--- src/rtl/seg_pkg.sv ---
// Shared constants for the memory-mapped seven-segment display controller:
// register map, CTRL bit positions, scan states and the segment lookup table.
package seg_pkg;

    localparam logic [3:0] OFS_DATA = 4'h0;
    localparam logic [3:0] OFS_CTRL = 4'h4;
    localparam logic [3:0] OFS_RAW  = 4'h8;

    localparam int CTRL_EN        = 0;
    localparam int CTRL_RAW       = 1;
    localparam int CTRL_BLANK_LSB = 4;
    localparam int CTRL_DP_LSB    = 8;

    typedef enum logic [1:0] {
        SCAN0 = 2'd0,
        SCAN1 = 2'd1,
        SCAN2 = 2'd2,
        SCAN3 = 2'd3
    } scan_state_e;

    // Active-low {g,f,e,d,c,b,a}; entry 15 first so index n selects digit n.
    localparam logic [15:0][6:0] SEG_LUT = {
        7'h0E, 7'h06, 7'h21, 7'h46, 7'h03, 7'h08, 7'h10, 7'h00,
        7'h78, 7'h02, 7'h12, 7'h19, 7'h30, 7'h24, 7'h79, 7'h40
    };

endpackage

--- src/rtl/hex7seg.sv ---
// Combinational hex nibble to active-low seven-segment pattern.
module hex7seg
    import seg_pkg::*;
(
    input  logic [3:0] i_nibble,
    output logic [6:0] o_seg
);

    assign o_seg = SEG_LUT[i_nibble];

endmodule

--- src/rtl/seg_display_ctrl.sv ---
// Memory-mapped four-digit common-anode display controller: register bank on
// the MEM-stage bus, refresh counter and digit-scan FSM with registered outputs.
module seg_display_ctrl
    import seg_pkg::*;
#(
    parameter logic [31:0] BASE_ADDR = 32'h4000_0010,
    parameter int          SCAN_DIV  = 100000,
    parameter int          CNT_W     = 17
) (
    input  logic        clk,
    input  logic        reset,
    input  logic [31:0] addr,
    input  logic [31:0] wdata,
    input  logic        we,
    input  logic        re,
    output logic [31:0] rdata,
    output logic        sel,
    output logic [3:0]  an,
    output logic [7:0]  bcd
);

    logic [15:0]      r_data;
    logic             r_en;
    logic             r_raw;
    logic [3:0]       r_blank;
    logic [3:0]       r_dp;
    logic [11:0]      r_rawreg;
    logic [CNT_W-1:0] r_cnt;
    scan_state_e      r_state;
    scan_state_e      w_state_nxt;

    logic [29:0] w_ofs;
    logic [3:0]  w_byte_ofs;
    logic        w_wr_data;
    logic        w_wr_ctrl;
    logic        w_wr_raw;
    logic        w_scan_clr;
    logic        w_tc;
    logic [1:0]  w_k;
    logic [3:0]  w_nib;
    logic [6:0]  w_seg;
    logic [3:0]  w_an_nxt;
    logic [7:0]  w_bcd_nxt;
    logic        w_unused;

    // Word-granular decode; byte offsets within a word are ignored.
    assign w_ofs      = addr[31:2] - BASE_ADDR[31:2];
    assign sel        = (addr[31:2] >= BASE_ADDR[31:2]) && (w_ofs < 30'd3);
    assign w_byte_ofs = {w_ofs[1:0], 2'b00};
    assign w_wr_data  = we && sel && (w_byte_ofs == OFS_DATA);
    assign w_wr_ctrl  = we && sel && (w_byte_ofs == OFS_CTRL);
    assign w_wr_raw   = we && sel && (w_byte_ofs == OFS_RAW);
    assign w_unused   = ^{addr[1:0], wdata[31:16]};

    always_comb begin
        rdata = '0;
        if (re && sel) begin
            case (w_byte_ofs)
                OFS_DATA: rdata = {16'b0, r_data};
                OFS_CTRL: rdata = {20'b0, r_dp, r_blank, 2'b00, r_raw, r_en};
                OFS_RAW:  rdata = {20'b0, r_rawreg};
                default:  rdata = '0;
            endcase
        end
    end

    always_ff @(posedge clk or negedge reset) begin
        if (!reset) begin
            r_data   <= '0;
            r_en     <= 1'b0;
            r_raw    <= 1'b0;
            r_blank  <= '0;
            r_dp     <= '0;
            r_rawreg <= 12'hFFF;
        end else begin
            if (w_wr_data) r_data <= wdata[15:0];
            if (w_wr_ctrl) begin
                r_en    <= wdata[CTRL_EN];
                r_raw   <= wdata[CTRL_RAW];
                r_blank <= wdata[CTRL_BLANK_LSB +: 4];
                r_dp    <= wdata[CTRL_DP_LSB +: 4];
            end
            if (w_wr_raw) r_rawreg <= wdata[11:0];
        end
    end

    // Disabling (either already off or being written off) parks the scan at SCAN0/0.
    assign w_scan_clr = !r_en || (w_wr_ctrl && !wdata[CTRL_EN]);
    assign w_tc       = (r_cnt == CNT_W'(SCAN_DIV - 1));

    always_ff @(posedge clk or negedge reset) begin
        if (!reset) begin
            r_cnt   <= '0;
            r_state <= SCAN0;
        end else begin
            r_cnt   <= (w_scan_clr || w_tc) ? '0 : r_cnt + 1'b1;
            r_state <= w_state_nxt;
        end
    end

    always_comb begin
        w_state_nxt = r_state;
        if (w_scan_clr) begin
            w_state_nxt = SCAN0;
        end else if (w_tc) begin
            case (r_state)
                SCAN0:   w_state_nxt = SCAN1;
                SCAN1:   w_state_nxt = SCAN2;
                SCAN2:   w_state_nxt = SCAN3;
                default: w_state_nxt = SCAN0;
            endcase
        end
    end

    assign w_k   = r_state;
    assign w_nib = r_data[{w_k, 2'b00} +: 4];

    hex7seg u_hex7seg (
        .i_nibble (w_nib),
        .o_seg    (w_seg)
    );

    always_comb begin
        w_an_nxt  = 4'b1111;
        w_bcd_nxt = 8'hFF;
        if (r_en) begin
            if (r_raw) begin
                {w_an_nxt, w_bcd_nxt} = r_rawreg;
            end else begin
                w_an_nxt  = ~(4'b0001 << w_k) | r_blank;
                w_bcd_nxt = {~r_dp[w_k], w_seg};
            end
        end
    end

    always_ff @(posedge clk or negedge reset) begin
        if (!reset) begin
            an  <= 4'b1111;
            bcd <= 8'hFF;
        end else begin
            an  <= w_an_nxt;
            bcd <= w_bcd_nxt;
        end
    end

endmodule

--- config.mk ---
export PLATFORM = sky130hd
export DESIGN_NAME = seg_display_ctrl
export DESIGN_NICKNAME = d
export VERILOG_FILES = /design/src/rtl/seg_pkg.sv /design/src/rtl/hex7seg.sv /design/src/rtl/seg_display_ctrl.sv
export SDC_FILE = /design/constraint.sdc
export NUM_CORES = 1
export LEC_CHECK = 0
export ABC_AREA = 1
export BUFFER_PORTS_ARGS = -buffer_cell sky130_fd_sc_hd__buf_2
export CAP_MARGIN = 0
export CORE_AREA = 2 2 116 73
export DETAILED_ROUTE_END_ITERATION = 10
export DIE_AREA = 0 0 118 75
export PLACE_DENSITY = 0.92
export RECOVER_POWER = 100
export SKIP_CTS_REPAIR_TIMING = 1
export SLEW_MARGIN = 20
export SYNTH_ARGS = -nofsm -noshare
export SYNTH_HDL_FRONTEND = slang
export SYNTH_SLANG_ARGS = --single-unit
--- constraint.sdc ---
create_clock -name clk -period 6 [get_ports clk]
set_input_delay 0.9 -clock clk [delete_from_list [all_inputs] [get_ports clk]]
set_output_delay 0.9 -clock clk [all_outputs]
set_load 0.01 [all_outputs]
Word-level counts from Yosys, hierarchy flattened
Memory sizes are Yosys's and may differ from the RTL's.
Index checks and enable logic that the tools add are counted.

word-level totals
  bits in read-only memories = 112
  output and inout port bits = 45
  word-level logic and storage cells = 54
  input port bits = 68
  bits in registers = 69
  memories kept = 1

memories
  name              depth  bits a word  read ports  clocked after Yosys merged registers in  write ports  line          source
  (name not given)  16     7            1           0                                        0            hex7seg.sv:9  assign o_seg = SEG_LUT[i_nibble];

operators by class
  reductions and logical operators = 14
  mux-type cells = 13
  shift operators = 2
  bitwise operators = 3
  equality and inequality tests = 5
  add/subtract/negate cells = 2
  magnitude comparators = 4

operator list
  kind                                                                     number
  16-bit one-hot mux with 3 select lines                                   1
  32-bit 2-to-1 mux                                                        1
  30-bit by 29-bit >= comparator with 1-bit output, second input constant  1
  30-bit by 2-bit < comparator with 1-bit output, second input constant    1
  30-bit by 29-bit subtractor with 30-bit output, second input constant    1
  17-bit by 1-bit adder with 17-bit output, second input constant          1
  17-bit == test, second input constant                                    1
  17-bit 2-to-1 mux                                                        1
  8-bit 2-to-1 mux                                                         2
  16-bit by 5-bit indexed part select with 4-bit output                    1
  4-bit 2-to-1 mux                                                         2
  1-bit logical AND                                                        7
  7-bit 2-to-1 mux                                                         1
  2-bit one-hot mux with 3 select lines                                    1
  4-bit by 5-bit < comparator with 1-bit output, second input constant     1
  2-bit by 1-bit == test with 1-bit output, second input constant          2
  2-bit == test, second input constant                                     2
  4-bit logical NOT                                                        1
  2-bit 2-to-1 mux                                                         2
  4-bit NOT                                                                1
  4-bit bitwise OR                                                         1
  1-bit by 2-bit left shift with 4-bit output, first input constant        1
  2-bit by 3-bit < comparator with 1-bit output, second input constant     1
  1-bit binary-select mux with 2-bit select                                1
  other kinds (6)                                                          8

Depth between registers and ports, before layout
  depth after elaboration = 9
  mapped depth = 15
  depth with buffers taken out = 14

By module
From an unflattened synthesis, not the netlist that was laid out.

second synthesis, totals
  cell total of the unflattened synthesis = 623
  area total of the unflattened synthesis = 4496.8 um^2

modules (own cells, without submodules)
  module            sequential area each (um^2)  cells each  times used  area each (um^2)
  seg_display_ctrl  1756.7                       574         1           4222.8
  hex7seg           0.0                          49          1           274.0

Least setup slack after synthesis
OpenSTA, ideal clock, no wires.

  path type = input to output
  from = input port addr[12]
  to = output port rdata[10]
  path slack = 2.433 ns
  path buffers = 1
  cell stages on the path = 12
  data arrival time = 2.667 ns
  required time = 5.100 ns
  cells stage by stage = nor2_1 > nand2_2 > nor2_4 > nand2_2 > o21ai_2 > inv_1 > nor2_1 > nand3_1 > nor2_1 > nand2_1 > clkbuf_1 > a31oi_1

between the ends
  cells in the longest elaborated chain, start to end = 5
  elaborated cells between the ends (all ways) = 6
  classes of those cells = 1 x add/sub; 2 x order compare; 1 x mux; 2 x reduce/logical

ends and longest elaborated chain
  what                                            line                    source
  start: declaration                              seg_display_ctrl.sv:12  input logic [31:0] addr,
  30-bit by 29-bit subtractor with 30-bit output  seg_display_ctrl.sv:47  assign w_ofs = addr[31:2] - BASE_ADDR[31:2];
  30-bit by 2-bit < comparator with 1-bit output  seg_display_ctrl.sv:48  assign sel = (addr[31:2] >= BASE_ADDR[31:2]) && (w_ofs < 30'd3);
  1-bit logical AND *                             seg_display_ctrl.sv:48
  via sel                                         seg_display_ctrl.sv:17  output logic sel,
  1-bit logical AND *                             seg_display_ctrl.sv:57  if (re && sel) begin
  32-bit 2-to-1 mux *                             seg_display_ctrl.sv:57
  end: declaration                                seg_display_ctrl.sv:16  output logic [31:0] rdata,

Mark *: on every way through the listed nets, which the timed path passes. The rest lies on a longest branch.

Final worst setup path
  from = input port addr[12]
  to = output port rdata[14]

between the ends
  cells in the longest elaborated chain, start to end = 5
  elaborated cells between the ends (all ways) = 6
  classes of those cells = 1 x add/sub; 2 x order compare; 1 x mux; 2 x reduce/logical

ends and longest elaborated chain
  what                                            line
  30-bit by 29-bit subtractor with 30-bit output  seg_display_ctrl.sv:47
  30-bit by 2-bit < comparator with 1-bit output  seg_display_ctrl.sv:48
  1-bit logical AND *                             seg_display_ctrl.sv:48
  1-bit logical AND *                             seg_display_ctrl.sv:57
  32-bit 2-to-1 mux *                             seg_display_ctrl.sv:57

Every way passes the cells marked *; elsewhere a longest branch is shown, timed or not.

==> run summary <==
Worst Tran Pin Value: 3.54 ns
Setup CP Type: in2out
cell count after synthesis: 597
register area: 1760 um^2
DRT iter0 DRCs: 475
I/O Buffers: 78
n_diodes: 0
Min Hold Slack: 0.478 ns
GR Overflow Total: 0
post-route clock period utilization: 71.8%
Final Critical Period: 4.31 ns
share of the yosys chip area belonging to registers: 40.1%
Final Hold Vio Count: 0
fill count: 688
Hold Path Cell Cnt: 1
worst reg-to-reg path cell count: 8
YS warnings: 0
leakage power: 2.15 nW
DRT Pass-1 Iters: 5
Place WS: 1.69 ns
post-synth top area share: 25.7%
Area Overhead vs Synth: 13.5%
FF-to-FF End: bcd[1]
DR DRC count: 0
Final Worst Setup Slack: 1.69 ns
failing checks: capacitance limit, slew limit
post-DR wirelength/cell: 14.6 um
largest cells by area after synthesis: dfrtp_1 26%, nand2_1 16%, dfstp_2 14%
origin of the critical flop-to-flop path: r_state[0]
Clock Skews: 0.00647 ns
total CTS buffers: 9
number of global-route vias before repair: 4,022
R2R Setup Slk: 3.46 ns
Yosys reg bits: 69
Max-slew headroom: -136%
area of the multi-input gates: 2180 um^2
core area: 7730 um^2
Max-cap violations: 1
largest net degree at the start of global routing: 70
Root Buffer: clkbuf_16
first-pass GRT wire length: 19,000 um
hold wc startpoint: r_cnt[0]
row count: 25
RSZ-0062 raised after global routing: false
DR vias: 4,279
Worst-path clk slew: 0.06 ns
DP Wirelength: 8420 um
Starting Density: 56.6%
All-Layer GR Usage: 27.4%
clk sinks: 69
fmax: 232 MHz
Final Max Slew Viols: 70
Core Util, Final: 64.3%
Clk Latency, worst-skew pair: 0.33 ns
Critical Path End Type: output port
Yosys cell types: 37
Routed WL: 11,500 um
worst hold endpoint: r_cnt[0]
H-tree lvl count: 3
area leader, netlist: dfrtp_1
ANT nets after route: 0
die area: 8850 um^2
most common cell after layout, fill and taps aside: nand2_1
vias per cell: 5.46
share of cells above drive strength 1: 16.3%
worst path required time: 5.10 ns
Critical Path AT: 3.41 ns
GP Congestion: 0.965
Pwr Total: 0.00109 W
setup TNS: 0 ns
crit-path max FO: 16
CTS max path bufs: 2
NumNets Final: 751
initial antenna violation count: 0
CTS tree: built
VDD IR max: 0.151 mV
outcome: complete, but fails checks
Worst setup SP type: input port
Final setup viols: 0
die span in x: 118 um
I/O Pins: 113
most frequent cells in the layout: 184 x nand2_1, 72 x nor2_1, 53 x inv_1, 53 x o21ai_0, 48 x buf_2
cell area after synthesis: 4380 um^2
Die Ht: 75 um
power density cells: 219 nW/um^2
Hold/Removal Path Class: reg2reg
syn_area_per_cell: 7.33 um^2
==> per-layer routing <==
metal,GRT usage (%),wire length (um)
met2,43.8,5210
met3,9.09,1120
met1,36.4,4990
met4,8.30,157
met5,0,0
==> layout make-up <==
type	count	area share, %
inverters	56	4.23
flip-flops and latches	69	35.4
multi-input cells	455	43.9
repair buffers	80	7.33
clock buffers	12	5.37
well taps	108	2.72
clock inverters	4	1.08
==> state kept, by name, indices dropped and copies added (netlist names), 2 cells and up <==
| register | cells |
|---|---|
| r_cnt | 17 |
| r_rawreg | 12 |
| r_blank | 4 |
| bcd | 8 |
| an | 4 |
| r_state | 2 |
| r_data | 16 |
| r_dp | 4 |
==> critical path, stage by stage <==
cell	delay (ns)
buf_2	0.12
nor2_1	0.19
nand2_2	0.13
nor2_4	0.23
nand3_1	0.15
nand2_1	0.08
nand2_1	0.04
nor2_1	0.15
nand3_1	0.11
nor2_1	0.22
nand2_1	0.44
nor4_1	0.44
clkbuf_1	0.20
==> power by group <==
part	switching, W	total, W	internal [W]	leakage (nW)
clock network	0.000196	0.000553	0.000357	0.151
registers	0.00000000000779	0.000466	0.000466	0.879
logic	0.0000478	0.0000686	0.0000208	1.12
==> synth_stat cells (all sizes together) <==
master and instances:
clkinv 1, nor3 2, o22ai 2, ha 12, xnor2 4, a21oi 22, nand3b 3, nor2 82
xor2 4, nand2 189, clkbuf 10, nor3b 1, a31oi 10, o211ai 3, nand3 31, a211o 1
o21ai 57, buf 22, nand4 9, conb 1, a21boi 1, dfrtp 45, inv 55, nor4 3
dfstp 24, a32oi 2, or2 1
==> worst max-delay path by stage <==
stage                endpoint  slack (ns)  cells past startpoint      from
global placement    rdata[14]        1.84                     13  addr[12]
floorplan           rdata[10]        2.43                     12  addr[12]
global route        r_cnt[15]        1.44                      2     reset
detailed placement  rdata[14]        1.69                     13  addr[12]
CTS                 rdata[14]        1.70                     13  addr[12]
finish              rdata[14]        1.69                     13  addr[12]
==> kinds of logic (layout without fill, tap and decap cells) <==
| kind of cell | Yosys count | after routing | share of synthesized area, % |
|---|---|---|---|
| compound gates | 98 | 98 | 12.8 |
| xor+xnor | 8 | 8 | 1.60 |
| fa+ha+maj | 12 | 12 | 3.43 |
| buf+inv | 88 | 152 | 9.81 |
| flops | 69 | 69 | 40.1 |
| other cells | 1 | 16 | 0.0857 |
| simple gates | 321 | 321 | 32.1 |
==> stage by stage <==
step | std cells | cell area, um^2
global route | 784 | 4970
floorplan | 612 | 4430
finish | 784 | 4970
detailed placement | 768 | 4750
CTS | 784 | 5070
global placement | 768 | 4750
(Power assumes the default switching activity.)
